### src/rtl/ipsl_hmic_h_ddrc_apb_arbiter_v1_1.sv
// Round-robin arbiter sharing the DDRC APB config port between the init sequencer (req0)
// and runtime register access (req1); one registered APB transfer at a time with pready timeout.
module ipsl_hmic_h_ddrc_apb_arbiter_v1_1 #(
  parameter logic [15:0] TIMEOUT = 16'd1024,
  parameter int          ADDR_W  = 12,
  parameter int          DATA_W  = 32
) (
  input  logic              pclk,
  input  logic              resetn,
  input  logic              lock0,
  input  logic              req0_valid,
  input  logic              req0_write,
  input  logic [ADDR_W-1:0] req0_addr,
  input  logic [DATA_W-1:0] req0_wdata,
  output logic              req0_done,
  output logic              req0_err,
  output logic [DATA_W-1:0] req0_rdata,
  input  logic              req1_valid,
  input  logic              req1_write,
  input  logic [ADDR_W-1:0] req1_addr,
  input  logic [DATA_W-1:0] req1_wdata,
  output logic              req1_done,
  output logic              req1_err,
  output logic [DATA_W-1:0] req1_rdata,
  output logic              psel,
  output logic              penable,
  output logic              pwrite,
  output logic [ADDR_W-1:0] paddr,
  output logic [DATA_W-1:0] pwdata,
  input  logic [DATA_W-1:0] prdata,
  input  logic              pready,
  output logic              busy
);

  typedef enum logic [1:0] {
    ST_IDLE   = 2'd0,
    ST_SETUP  = 2'd1,
    ST_ACCESS = 2'd2,
    ST_DONE   = 2'd3
  } state_t;

  state_t              r_state;
  state_t              w_state_nxt;
  logic                r_rr_last;
  logic                r_gnt;
  logic [15:0]         r_cnt;
  logic                r_psel;
  logic                r_penable;
  logic                r_pwrite;
  logic [ADDR_W-1:0]   r_paddr;
  logic [DATA_W-1:0]   r_pwdata;
  logic                r_busy;
  logic                r_req0_done;
  logic                r_req0_err;
  logic [DATA_W-1:0]   r_req0_rdata;
  logic                r_req1_done;
  logic                r_req1_err;
  logic [DATA_W-1:0]   r_req1_rdata;

  logic                w_elig1;
  logic                w_gnt_vld;
  logic                w_gnt_sel;
  logic                w_timeout;
  logic                w_access_end;

  assign w_elig1      = req1_valid & ~lock0;
  assign w_timeout    = (TIMEOUT != 16'd0) && (r_cnt == (TIMEOUT - 16'd1));
  assign w_access_end = pready | w_timeout;

  // On a tie the requester that did not finish last wins.
  always_comb begin
    w_gnt_vld = req0_valid | w_elig1;
    w_gnt_sel = 1'b0;
    if (req0_valid && w_elig1) begin
      w_gnt_sel = ~r_rr_last;
    end else if (w_elig1) begin
      w_gnt_sel = 1'b1;
    end
  end

  always_comb begin
    w_state_nxt = r_state;
    case (r_state)
      ST_IDLE:   if (w_gnt_vld) w_state_nxt = ST_SETUP;
      ST_SETUP:  w_state_nxt = ST_ACCESS;
      ST_ACCESS: if (w_access_end) w_state_nxt = ST_DONE;
      ST_DONE:   w_state_nxt = ST_IDLE;
      default:   w_state_nxt = ST_IDLE;
    endcase
  end

  always_ff @(posedge pclk or negedge resetn) begin
    if (!resetn) begin
      r_state <= ST_IDLE;
    end else begin
      r_state <= w_state_nxt;
    end
  end

  always_ff @(posedge pclk or negedge resetn) begin
    if (!resetn) begin
      r_rr_last    <= 1'b1;
      r_gnt        <= 1'b0;
      r_cnt        <= 16'd0;
      r_psel       <= 1'b0;
      r_penable    <= 1'b0;
      r_pwrite     <= 1'b0;
      r_paddr      <= '0;
      r_pwdata     <= '0;
      r_busy       <= 1'b0;
      r_req0_done  <= 1'b0;
      r_req0_err   <= 1'b0;
      r_req0_rdata <= '0;
      r_req1_done  <= 1'b0;
      r_req1_err   <= 1'b0;
      r_req1_rdata <= '0;
    end else begin
      case (r_state)
        ST_IDLE: begin
          if (w_gnt_vld) begin
            r_gnt    <= w_gnt_sel;
            r_pwrite <= w_gnt_sel ? req1_write : req0_write;
            r_paddr  <= w_gnt_sel ? req1_addr  : req0_addr;
            r_pwdata <= w_gnt_sel ? req1_wdata : req0_wdata;
            r_psel   <= 1'b1;
            r_busy   <= 1'b1;
            r_cnt    <= 16'd0;
          end
        end
        ST_SETUP: begin
          r_penable <= 1'b1;
        end
        ST_ACCESS: begin
          r_cnt <= r_cnt + 16'd1;
          if (w_access_end) begin
            // pready has priority: a ready on the timeout cycle still completes cleanly.
            r_psel       <= 1'b0;
            r_penable    <= 1'b0;
            r_rr_last    <= r_gnt;
            r_req0_done  <= ~r_gnt;
            r_req1_done  <= r_gnt;
            r_req0_err   <= ~r_gnt & ~pready;
            r_req1_err   <= r_gnt & ~pready;
            r_req0_rdata <= (~r_gnt && pready && !r_pwrite) ? prdata : '0;
            r_req1_rdata <= (r_gnt && pready && !r_pwrite) ? prdata : '0;
          end
        end
        ST_DONE: begin
          r_busy       <= 1'b0;
          r_req0_done  <= 1'b0;
          r_req0_err   <= 1'b0;
          r_req0_rdata <= '0;
          r_req1_done  <= 1'b0;
          r_req1_err   <= 1'b0;
          r_req1_rdata <= '0;
        end
        default: ;
      endcase
    end
  end

  assign psel       = r_psel;
  assign penable    = r_penable;
  assign pwrite     = r_pwrite;
  assign paddr      = r_paddr;
  assign pwdata     = r_pwdata;
  assign busy       = r_busy;
  assign req0_done  = r_req0_done;
  assign req0_err   = r_req0_err;
  assign req0_rdata = r_req0_rdata;
  assign req1_done  = r_req1_done;
  assign req1_err   = r_req1_err;
  assign req1_rdata = r_req1_rdata;

endmodule
### config.mk
export PLATFORM = sky130hd
export DESIGN_NAME = ipsl_hmic_h_ddrc_apb_arbiter_v1_1
export DESIGN_NICKNAME = d
export VERILOG_FILES = /design/src/rtl/ipsl_hmic_h_ddrc_apb_arbiter_v1_1.sv
export SDC_FILE = /design/constraint.sdc
export NUM_CORES = 1
export LEC_CHECK = 0
export CORE_UTILIZATION = 46
export CTS_CLUSTER_SIZE = 28
export DETAILED_ROUTE_END_ITERATION = 10
export PLACE_DENSITY_LB_ADDON = 0.08
export SYNTH_ARGS = -nofsm -noshare
export SYNTH_HDL_FRONTEND = slang
export SYNTH_SLANG_ARGS = --single-unit
### constraint.sdc
create_clock -name pclk -period 4.25 [get_ports pclk]
set_input_delay 0.6375 -clock pclk [delete_from_list [all_inputs] [get_ports pclk]]
set_output_delay 0.6375 -clock pclk [all_outputs]
set_load 0.01 [all_outputs]
==> impl_metrics.py <==
metrics = {
    "clock_network": {
        "cts_tree": "built",
        "cts_buffers": 17,
        "cts_resized": 0,
        "cts_hold_buffers": 0,
        "clock-root-buffer": "clkbuf_16",
        "cts_sinks": 136,
        "postCtsSetupBuffers": 0,
        "htreeDepth": 4,
        "clkTransAtPathRegs_ps": 60,
        "clock_path_buffers": 2,
        "insertion_delay_ps": 420,
    },
    "run_status": {
        "outcome": "finished, final reports clean",
    },
    "timing": {
        "max_freq_mhz": 381,
        "layout_setup_ws_ps": 1630,
        "fin_setup_tns_ps": 0,
        "slew_headroom": 0.220,
        "skew_ps": 9.59,
        "tightestPinTransition_ps": 1170,
        "period_needed_ps": 2620,
        "final_max_slew_viol_count": 0,
        "setup-violations-final": 0,
        "rsz0062_at_grt": "false",
        "hold_viol": 0,
        "finalCritPeriodShare": 0.617,
        "whs_ps": 174,
    },
    "synth": {
        "synthXorXnorAreaFrac": 0.00303,
        "synth.distinct_cells": 37,
        "synthSimpleGateAreaFrac": 0.0869,
        "yosysTopAreaCellShare": 0.585,
        "yosys.area_share.adder": 0.0108,
        "synth_fp_nets": 625,
        "syn_avg_cell_area_sq_um": 11.7,
        "synth_compound_area_frac": 0.186,
        "synth_top_family_by_area": "compound AO/OA/AOI/OAI gates",
        "yosysSeqAreaShare": 0.590,
        "synth.area.mux_share": 0.0902,
        "yosys_warnings": 0,
        "ys_seq_elements": 136,
        "netlist_instances": 492,
        "syn_area_sq_mm": 0.00577,
        "synth_area_leaders": "dfrtp_1, a22o_1, mux2i_1",
        "yosys.area.top_type": "dfrtp_1",
    },
    "global_routing": {
        "grt_pass1_vias": 5022,
        "grt_pass1_wl_um": 26100,
        "grt-ovfl-total": 0,
        "grt_start_max_net_pins": 93,
        "grt_usage": 0.266,
        "antenna_found_initial": 0,
    },
    "setup_path": {
        "cpLargestDelayFamily": "compound AO/OA/AOI/OAI gates",
        "critPathLaunchType": "register",
        "cp_cell_sequence": "ha_1 > and4_1 > a41oi_4 > a21o_2 > a22o_1",
        "required_ps": 4600,
        "r2r_cells": 5,
        "critPathMaxStageDelay_ps": 970,
        "crit_slowest_cell": "a21o_2",
        "worstSetupPathType": "register to register",
        "path_buf_inv": 0,
        "r2r_setup_slack_ps": 1630,
        "arrival_ps": 2970,
        "regToRegEndpoint": "req1_rdata[2]",
        "cp_max_fo": 64,
        "critPathCaptureType": "register",
        "r2r-start": "r_cnt[0]",
    },
    "power_and_ir_drop": {
        "p_per_area_mw_per_mm2": 638,
        "p_leak_nw": 4.12,
        "p_switching_mw": 1.83,
        "pwr-share-clk": 0.277,
        "power.share.switching": 0.321,
        "ir_worst_vdd_uv": 382,
        "combPwrFrac": 0.375,
        "p_seq_frac": 0.349,
        "p_int_mw": 3.89,
    },
    "cells_and_area": {
        "final_cell_mix": "clkdlybuf4s50_1, dfrtp_1, a22o_1",
        "antenna_cells": 0,
        "post-route-cell-area_sq_mm": 0.00896,
        "syn_to_final_growth_pct": 55.2,
        "fin_nets": 861,
        "num-fill-cells": 842,
        "drive_above_1_share": 0.0595,
        "layout_commonest_cell": "clkdlybuf4s50_1",
        "final_cells": 907,
    },
    "worst_hold_path": {
        "hold_class": "input pin to asynchronous set/reset pin",
    },
    "route": {
        "viasPerCell": 5.35,
        "wire_per_inst_um": 18.2,
        "drc": 0,
        "ant_nets": 0,
        "vias": 4856,
        "drtIter0Drc": 379,
        "routed_wirelength_um": 16500,
        "drtPass1Iterations": 4,
    },
    "die": {
        "die_w_um": 114,
        "rows": 40,
        "die_h_um": 114,
        "start_util": 0.477,
        "ios": 244,
        "die-area_sq_mm": 0.0130,
        "core_sq_mm": 0.0121,
    },
    "place": {
        "gp_congestion": 0.818,
        "post-dp-hpwl_um": 11600,
        "pre_cts_ws_ps": 1330,
        "io_buffer_count": 243,
        "placed_area_sq_mm": 0.00833,
        "dp.cells": 877,
    },
    "job": {
        "drv_cap": 0,
    },
}
==> kinds of logic (layout without fill, tap and decap cells) <==
kind of cell,count (synthesis),count (layout)
flops,136,136
simple gates,104,104
fa+ha+maj,5,5
compound gates,153,153
xor+xnor,2,2
mux,52,52
buf+inv,40,287
==> registers in the layout, indices dropped and copies added, names as in the netlist <==
register / flops
pwdata: 32
req1_err: 1
busy: 1
penable: 1
req1_rdata: 32
psel: 1
r_cnt: 16
req0_err: 1
r_state: 2
r_gnt: 1
r_rr_last: 1
pwrite: 1
paddr: 12
req0_rdata: 32
req0_done: 1
req1_done: 1
==> cells in the mapped netlist <==
master	count
dfrtp_1	135
a22o_1	66
nand2_1	65
o21ai_0	61
mux2i_1	52
clkbuf_1	20
a21oi_1	10
buf_2	9
inv_1	7
nand2b_1	6
nor2_1	6
and3_1	5
ha_1	5
o31ai_1	5
or3_1	5
buf_6	4
or4_1	4
o211ai_1	3
nand4_1	2
nor2b_1	2
nor4_1	2
o21ai_1	2
xor2_1	2
a21o_1	1
a22oi_1	1
a32o_1	1
a41oi_4	1
and4_1	1
and4bb_1	1
dfstp_2	1
nand2_2	1
nand3_1	1
nor3b_1	1
nor4_4	1
o2111ai_1	1
o32a_1	1
or2_1	1
==> how the worst max path moves through the flow <==
stage               slack (ps)              to        from  cells past startpoint
finish                    1630   req1_rdata[2]    r_cnt[0]                      5
global route              1500  req1_rdata[31]    r_cnt[0]                      5
CTS                       1680   req1_rdata[2]    r_cnt[0]                      5
detailed placement        1330       r_cnt[11]  req1_valid                      5
global placement          1390        r_cnt[9]  req1_valid                      5
floorplan                 2370       r_cnt[11]  req1_valid                      6
==> power by group through the flow <==
stage               Clock (mW)  Sequential (mW)  Combinational [mW]
floorplan                    0             2.15               0.845
global placement             0             1.98                2.11
detailed placement           0             1.99                2.16
CTS                       1.61             1.99                2.16
global route              1.67             2.04                2.32
finish                    1.58             1.99                2.14
==> area by class of cell <==
cell class	instances	area, sq um	area share
multi-input cells	316	2200	0.246
clock inverters	9	173	0.0193
inverters	7	26.3	0.00293
flip-flops and latches	136	3400	0.380
repair buffers	250	2490	0.277
clock buffers	21	460	0.0514
well taps	168	210	0.0235
==> through the flow <==
stage | util | power [mW]
6_report | 0.740 | 5.72
5_1_grt | 0.740 | 6.03
4_1_cts | 0.740 | 5.76
3_5_place_dp | 0.688 | 4.15
3_3_place_gp | 0.688 | 4.09
2_1_floorplan | - | 3.00
==> per-layer routing <==
layer | global-route usage | vias up | routed length (um) | part of all wire
met1 | 0.302 | 2359 | 6380 | 0.39
li1 | - | 2268 | - | -
met3 | 0.108 | 35 | 1360 | 0.082
met5 | 0 | - | 0 | 0
met4 | 0.110 | 0 | 469 | 0.028
met2 | 0.446 | 194 | 8290 | 0.50
No activity file was read; power rests on OpenSTA's default activity.
